## config.mk

```make
export PLATFORM = sky130hd
export DESIGN_NAME = fetch_queue
export DESIGN_NICKNAME = d
export VERILOG_FILES = /design/src/rtl/fetch_pkg.sv /design/src/rtl/fetch_queue.sv
export SDC_FILE = /design/constraint.sdc
export NUM_CORES = 1
export LEC_CHECK = 0
export ABC_AREA = 1
export CAP_MARGIN = 15
export CELL_PAD_IN_SITES_DETAIL_PLACEMENT = 0
export CELL_PAD_IN_SITES_GLOBAL_PLACEMENT = 2
export CORE_ASPECT_RATIO = 0.75
export CORE_MARGIN = 2
export CORE_UTILIZATION = 40
export CTS_BUF_LIST = sky130_fd_sc_hd__clkbuf_16
export CTS_CLUSTER_DIAMETER = 60
export DETAILED_ROUTE_END_ITERATION = 8
export GPL_TIMING_DRIVEN = 0
export PLACE_DENSITY = 0.92
export SYNTH_ARGS = -nofsm -noshare
export SYNTH_HDL_FRONTEND = slang
export SYNTH_SLANG_ARGS = --single-unit
```

## constraint.sdc

```tcl
create_clock -name clk -period 6.6 [get_ports clk]
set_input_delay 0.99 -clock clk [delete_from_list [all_inputs] [get_ports clk]]
set_output_delay 0.99 -clock clk [all_outputs]
set_load 0.05 [all_outputs]
```

## src/rtl/fetch_pkg.sv

```systemverilog
// Shared fetch/decode definitions: queue entry layout, NOP encoding and
// the 5-bit major opcodes the control unit decodes from instr[6:2].
package fetch_pkg;

  localparam int XLEN = 32;

  typedef struct packed {
    logic [XLEN-1:0] pc;
    logic [XLEN-1:0] instr;
    logic            pred_taken;
  } fq_entry_t;

  // addi x0,x0,0 -- decodes as a harmless IARTH op
  localparam logic [31:0] NOP_INSTR = 32'h0000_0013;

  localparam logic [4:0] RTYPE  = 5'b01100;
  localparam logic [4:0] IARTH  = 5'b00100;
  localparam logic [4:0] LOAD   = 5'b00000;
  localparam logic [4:0] STORE  = 5'b01000;
  localparam logic [4:0] BRANCH = 5'b11000;
  localparam logic [4:0] AUIPC  = 5'b00101;
  localparam logic [4:0] LUI    = 5'b01101;
  localparam logic [4:0] JAL    = 5'b11011;
  localparam logic [4:0] JALR   = 5'b11001;
  localparam logic [4:0] CSR    = 5'b11100;

endpackage

```

## src/rtl/fetch_queue.sv

```systemverilog
// Circular instruction queue between fetch and decode. Pointer pair with a
// wrap bit; head is a combinational read so a push at edge N shows at N+1.
// Redirect flush empties the queue in one cycle.
module fetch_queue
  import fetch_pkg::*;
#(
  parameter int DEPTH = 4,
  parameter int XLEN  = 32
) (
  input  logic                     clk,
  input  logic                     rst,
  input  logic                     in_valid,
  output logic                     in_ready,
  input  logic [XLEN-1:0]          in_pc,
  input  logic [XLEN-1:0]          in_instr,
  input  logic                     in_pred_taken,
  output logic                     out_valid,
  input  logic                     out_ready,
  output logic [XLEN-1:0]          out_pc,
  output logic [XLEN-1:0]          out_instr,
  output logic                     out_pred_taken,
  output logic [4:0]               out_op,
  output logic [1:0]               out_funct3,
  output logic                     out_bad_len,
  input  logic                     flush,
  output logic [$clog2(DEPTH):0]   count
);

  localparam int AW = $clog2(DEPTH);
  localparam int PW = AW + 1;

  // Local entry type tracks the module XLEN (package type is fixed at 32).
  typedef struct packed {
    logic [XLEN-1:0] pc;
    logic [XLEN-1:0] instr;
    logic            pred_taken;
  } entry_t;

  entry_t          mem [DEPTH];
  logic [PW-1:0]   wptr, rptr;
  logic            empty, full, push, pop;
  entry_t          head;

  assign empty = (wptr == rptr);
  assign full  = (wptr[AW-1:0] == rptr[AW-1:0]) && (wptr[AW] != rptr[AW]);
  assign count = wptr - rptr;

  // in_ready ignores pop on purpose: no same-cycle refill when full.
  assign in_ready  = !full && !rst;
  assign push      = in_valid && in_ready && !flush;
  assign out_valid = !empty && !flush && !rst;
  assign pop       = out_valid && out_ready;

  // Storage write; contents are never reset, only the pointers.
  always_ff @(posedge clk) begin
    if (push) mem[wptr[AW-1:0]] <= '{pc: in_pc, instr: in_instr, pred_taken: in_pred_taken};
  end

  // Pointer update: rst > flush > push/pop.
  always_ff @(posedge clk) begin
    if (rst || flush) begin
      wptr <= '0;
      rptr <= '0;
    end else begin
      if (push) wptr <= wptr + PW'(1);
      if (pop)  rptr <= rptr + PW'(1);
    end
  end

  assign head = mem[rptr[AW-1:0]];

  // Head outputs; substitute a NOP whenever decode must not see an entry.
  always_comb begin
    out_pc         = '0;
    out_instr      = XLEN'(NOP_INSTR);
    out_pred_taken = 1'b0;
    if (out_valid) begin
      out_pc         = head.pc;
      out_instr      = head.instr;
      out_pred_taken = head.pred_taken;
    end
  end

  assign out_op      = out_instr[6:2];
  assign out_funct3  = out_instr[13:12];
  assign out_bad_len = out_valid && (out_instr[1:0] != 2'b11);

endmodule

```

==> flow_summary.html <==
<table>
<tr><th>Metric</th><th>Value</th></tr>
<tr><th colspan="2">Status</th></tr>
<tr><td>Result of the run</td><td>complete, no violations</td></tr>
<tr><th colspan="2">Power</th></tr>
<tr><td>PD cells</td><td>about 250 nW/µm²</td></tr>
<tr><td>Final Total Pwr</td><td>3.322 mW</td></tr>
<tr><td>Leakage Power</td><td>between 4 and 5 nW</td></tr>
<tr><td>Peak supply drop</td><td>0.0001904 V</td></tr>
<tr><th colspan="2">Floorplan</th></tr>
<tr><td>Floorplan die width</td><td>roughly 190 µm</td></tr>
<tr><td>Core region area</td><td>26040 µm²</td></tr>
<tr><td>Die area</td><td>between 20000 and 30000 µm²</td></tr>
<tr><td>Y dimension of the die</td><td>approximately 150 µm</td></tr>
<tr><td>Number of primary I/O pins</td><td>approximately 150</td></tr>
<tr><td>Row count</td><td>just over 50</td></tr>
<tr><td>Effective utilization at floorplan</td><td>approximately 41%</td></tr>
<tr><th colspan="2">Cells and area</th></tr>
<tr><td>Most common library cell in the layout ignoring fill and taps</td><td>sky130_fd_sc_hd__edfxtp_1</td></tr>
<tr><td>Signed area change from the synthesized netlist to the final layout</td><td>26.90%</td></tr>
<tr><td># nets final</td><td>1106</td></tr>
<tr><td>Final Util</td><td>roughly half</td></tr>
<tr><td>Most frequent cells in the layout</td><td>260 x sky130_fd_sc_hd__edfxtp_1, 259 x sky130_fd_sc_hd__nor2_1, 147 x sky130_fd_sc_hd__clkdlybuf4s50_1, 92 x sky130_fd_sc_hd__o21ai_0, 67 x sky130_fd_sc_hd__a21oi_1</td></tr>
<tr><td>ANT cells</td><td>0</td></tr>
<tr><td>Layout cell share with drive strength beyond 1</td><td>9.369%</td></tr>
<tr><th colspan="2">Critical path</th></tr>
<tr><td>Required arrival time at the worst endpoint</td><td>5610 ps</td></tr>
<tr><td>End of the worst register-to-register path</td><td>mem[2][38]</td></tr>
<tr><td>Worst Reg2Reg Path Length in Cells</td><td>8</td></tr>
<tr><td>Largest fanout on the critical path</td><td>10</td></tr>
<tr><td>Reg2Reg Launch Point</td><td>wptr[0]</td></tr>
<tr><td>Signal arrival time at the worst endpoint</td><td>about 3400 ps</td></tr>
<tr><td>Sort of element at the start of the critical path</td><td>input port</td></tr>
<tr><td>Capturing instance or port of the critical path</td><td>out_instr[13]</td></tr>
<tr><td>Setup CP Type</td><td>in2out</td></tr>
<tr><td>Start point of the critical path</td><td>rst</td></tr>
<tr><td>FF-to-FF setup slack</td><td>~4000 ps</td></tr>
<tr><td>Kind of capture point of the worst setup path</td><td>primary output</td></tr>
<tr><th colspan="2">GRT</th></tr>
<tr><td>Initial antenna violation count</td><td>0</td></tr>
<tr><td>Number of global-route vias before repair</td><td>between 6000 and 7000</td></tr>
<tr><td>Gr usage total</td><td>between 10% and 20%</td></tr>
<tr><td>Largest net degree at the start of global routing</td><td>30</td></tr>
<tr><td>Total global routing overflow</td><td>0</td></tr>
<tr><td>Wire length of the first global-routing pass</td><td>~37000 µm</td></tr>
<tr><th colspan="2">Run</th></tr>
<tr><td>Max Cap Violations</td><td>0</td></tr>
<tr><th colspan="2">STA</th></tr>
<tr><td>Worst slew slack as a fraction of its limit</td><td>a little over half</td></tr>
<tr><td>Worst-case hold slack</td><td>502.7 ps</td></tr>
<tr><td>Slew Limit Fails</td><td>0</td></tr>
<tr><td>Transition time at the pin with the least slew margin</td><td>698.1 ps</td></tr>
<tr><td>Finish-stage setup viols</td><td>0</td></tr>
<tr><td>Peak Freq</td><td>229.0 MHz</td></tr>
<tr><td>Setup repair after global routing missed its margin</td><td>false</td></tr>
<tr><td>Final setup skew</td><td>15.44 ps</td></tr>
<tr><td>Ratio of final minimum period to clock period</td><td>66.17%</td></tr>
<tr><td>Final period demand of the worst path</td><td>about 4400 ps</td></tr>
<tr><td>Setup slack of the critical path after layout</td><td>about 2200 ps</td></tr>
<tr><td>Final hold violation count</td><td>0</td></tr>
<tr><th colspan="2">CTS</th></tr>
<tr><td>Post-CTS setup buffers</td><td>0</td></tr>
<tr><td>Count of cells resized by post-cts repair</td><td>0</td></tr>
<tr><td>Deepest level of the CTS H-tree</td><td>1</td></tr>
<tr><td>Count of hold-fix buffers inserted at cts</td><td>0</td></tr>
<tr><td>Clock tree from TritonCTS</td><td>yes</td></tr>
<tr><td>Source-to-sink clock delay at the later pin of the worst-skew pair</td><td>about 530 ps</td></tr>
<tr><td>CTS max path bufs</td><td>3</td></tr>
<tr><td>Clock slew at the register clock pins of the worst setup and hold paths</td><td>around 60 ps</td></tr>
<tr><td>Root Driver</td><td>sky130_fd_sc_hd__clkbuf_16</td></tr>
<tr><td>Sink count of the clock tree</td><td>between 200 and 300</td></tr>
<tr><td>Number of buffers inserted during clock tree synthesis</td><td>27</td></tr>
<tr><th colspan="2">Routing</th></tr>
<tr><td>First-iteration detailed-routing DRC count</td><td>644</td></tr>
<tr><td>Avg WL per Cell</td><td>between 15 and 20 µm</td></tr>
<tr><td>Total wire length</td><td>roughly 25000 µm</td></tr>
<tr><td>Total number of vias</td><td>~6800</td></tr>
<tr><td>Post-detailed-route via-to-cell ratio</td><td>4.907</td></tr>
<tr><td>DRC violations left</td><td>0</td></tr>
<tr><td>Number of routed nets with antenna violations</td><td>0</td></tr>
<tr><td>Total iterations of the first detailed-routing run</td><td>5</td></tr>
<tr><th colspan="2">Logic synthesis</th></tr>
<tr><td>Number of flops mapped to enable cells by yosys</td><td>260</td></tr>
<tr><td>Synthesized area divided by synthesized cell count</td><td>around 13 µm²</td></tr>
<tr><td>Leading cell types by total area after synthesis</td><td>sky130_fd_sc_hd__edfxtp_1 73%, sky130_fd_sc_hd__nor2_1 9.3%, sky130_fd_sc_hd__o21ai_0 4.3%</td></tr>
<tr><td>Dominant synthesized flop cell</td><td>sky130_fd_sc_hd__edfxtp_1</td></tr>
<tr><td>YS warnings</td><td>0</td></tr>
<tr><td>Sequential-to-total area share from yosys stat</td><td>about three quarters</td></tr>
<tr><td>Syn Nets</td><td>between 900 and 1000</td></tr>
<tr><td>Cell area after synthesis</td><td>between 10000 and 15000 µm²</td></tr>
<tr><td>Post-synthesis register bit count</td><td>~270</td></tr>
<tr><td>Cell taking the most area after synthesis</td><td>sky130_fd_sc_hd__edfxtp_1</td></tr>
<tr><td>Share of synthesized flip-flops with an asynchronous set or reset</td><td>0%</td></tr>
<tr><td>Area share of the largest cell type after synthesis</td><td>73.46%</td></tr>
<tr><td>Unique cell type count in the Yosys netlist</td><td>26</td></tr>
<tr><td>Post-Synthesis Cells</td><td>between 800 and 900</td></tr>
<tr><th colspan="2">Placed design</th></tr>
<tr><td>Count of buffers inserted at the top-level ports</td><td>147</td></tr>
<tr><td>Pre-CTS setup slack</td><td>2220 ps</td></tr>
<tr><td>Half-perimeter wire length of the detailed placement result</td><td>approximately 16000 µm</td></tr>
<tr><td>Gpl congestion</td><td>around 0.72</td></tr>
<tr><th colspan="2">Min path</th></tr>
<tr><td>Startpoint of the worst hold path</td><td>wptr[0]</td></tr>
<tr><td>Kind of path behind the tightest hold check</td><td>reg2reg</td></tr>
</table>
-- registers in the layout (all words and copies together) (netlist names), named ones only --
name  cells
mem     260
wptr      3
rptr      3
-- Yosys cell counts (7+ instances only) --
master                     number
sky130_fd_sc_hd__o21ai_1       38
sky130_fd_sc_hd__clkbuf_2       7
sky130_fd_sc_hd__nand2_1       17
sky130_fd_sc_hd__edfxtp_1     260
sky130_fd_sc_hd__dfxtp_1        8
sky130_fd_sc_hd__buf_2         18
sky130_fd_sc_hd__nor2_1       263
sky130_fd_sc_hd__a21oi_1       67
sky130_fd_sc_hd__nand3_1        7
sky130_fd_sc_hd__clkbuf_1       7
sky130_fd_sc_hd__buf_4         17
sky130_fd_sc_hd__ha_1           7
sky130_fd_sc_hd__o21ai_0       92
sky130_fd_sc_hd__inv_1         16
-- layer usage --
metal / global-route usage, % / up-vias / routed length, µm
li1: - / 3343 / -
met1: 26.19 / 3238 / 11290
met2: 27.01 / 205 / 11030
met3: 2.951 / 35 / 1756
met4: 3.779 / 0 / 487
met5: 0 / - / 0
-- final cells by class --
cell class,instances,area [µm²]
fill,2248,12550
sequential,268,7968
tap,344,430.4
inverter,19,71.32
timing repair buffer,155,1632
clock inverter,20,91.34
multi-input combinational,502,2295
buffer,55,324.1
clock buffer,27,675.6
-- cells by family (layout without fill, tap and decap cells) --
logic type | count (synthesis) | in the layout | synth area share [%]
flip-flops | 268 | 268 | 74.97
XOR/XNOR | 2 | 2 | 0.1649
buffers and inverters | 74 | 276 | 3.720
adder cells (fa/ha/maj) | 8 | 8 | 1.012
AND/OR/NAND/NOR | 293 | 293 | 10.65
AO/OA/AOI/OAI | 199 | 199 | 9.477
-- how the worst min path moves through the flow --
stage	to	slack (ps)	cells past startpoint
after detailed placement	wptr[0]	500	2
after CTS	wptr[0]	500	2
final	wptr[0]	500	2
after floorplan	rptr[2]	470	2
after global placement	rptr[2]	490	2
after global routing	rptr[2]	540	2
-- through the flow --
stage	TNS, ps	area [µm²]	instances
detailed placement	0	12720	1343
global placement	-252320	12530	1335
global route	0	13490	1390
floorplan	0	10630	844
finish	0	13490	1390
CTS	0	13490	1390
-- where the power goes --
group,switching (mW),total (mW),internal [mW]
sequential,0.00303,1.88,1.88
combinational,0.0581,0.109,0.0509
clock,0.593,1.33,0.736
-- worst max-delay path: stages --
cell and delay (ps):
sky130_fd_sc_hd__clkdlybuf4s50_1 460, sky130_fd_sc_hd__nor2_4 200, sky130_fd_sc_hd__nand2_2 220, sky130_fd_sc_hd__buf_2 270
sky130_fd_sc_hd__a21oi_1 280, sky130_fd_sc_hd__buf_4 160, sky130_fd_sc_hd__clkdlybuf4s50_1 790
Note: power is estimated with default switching activity, not from simulation.
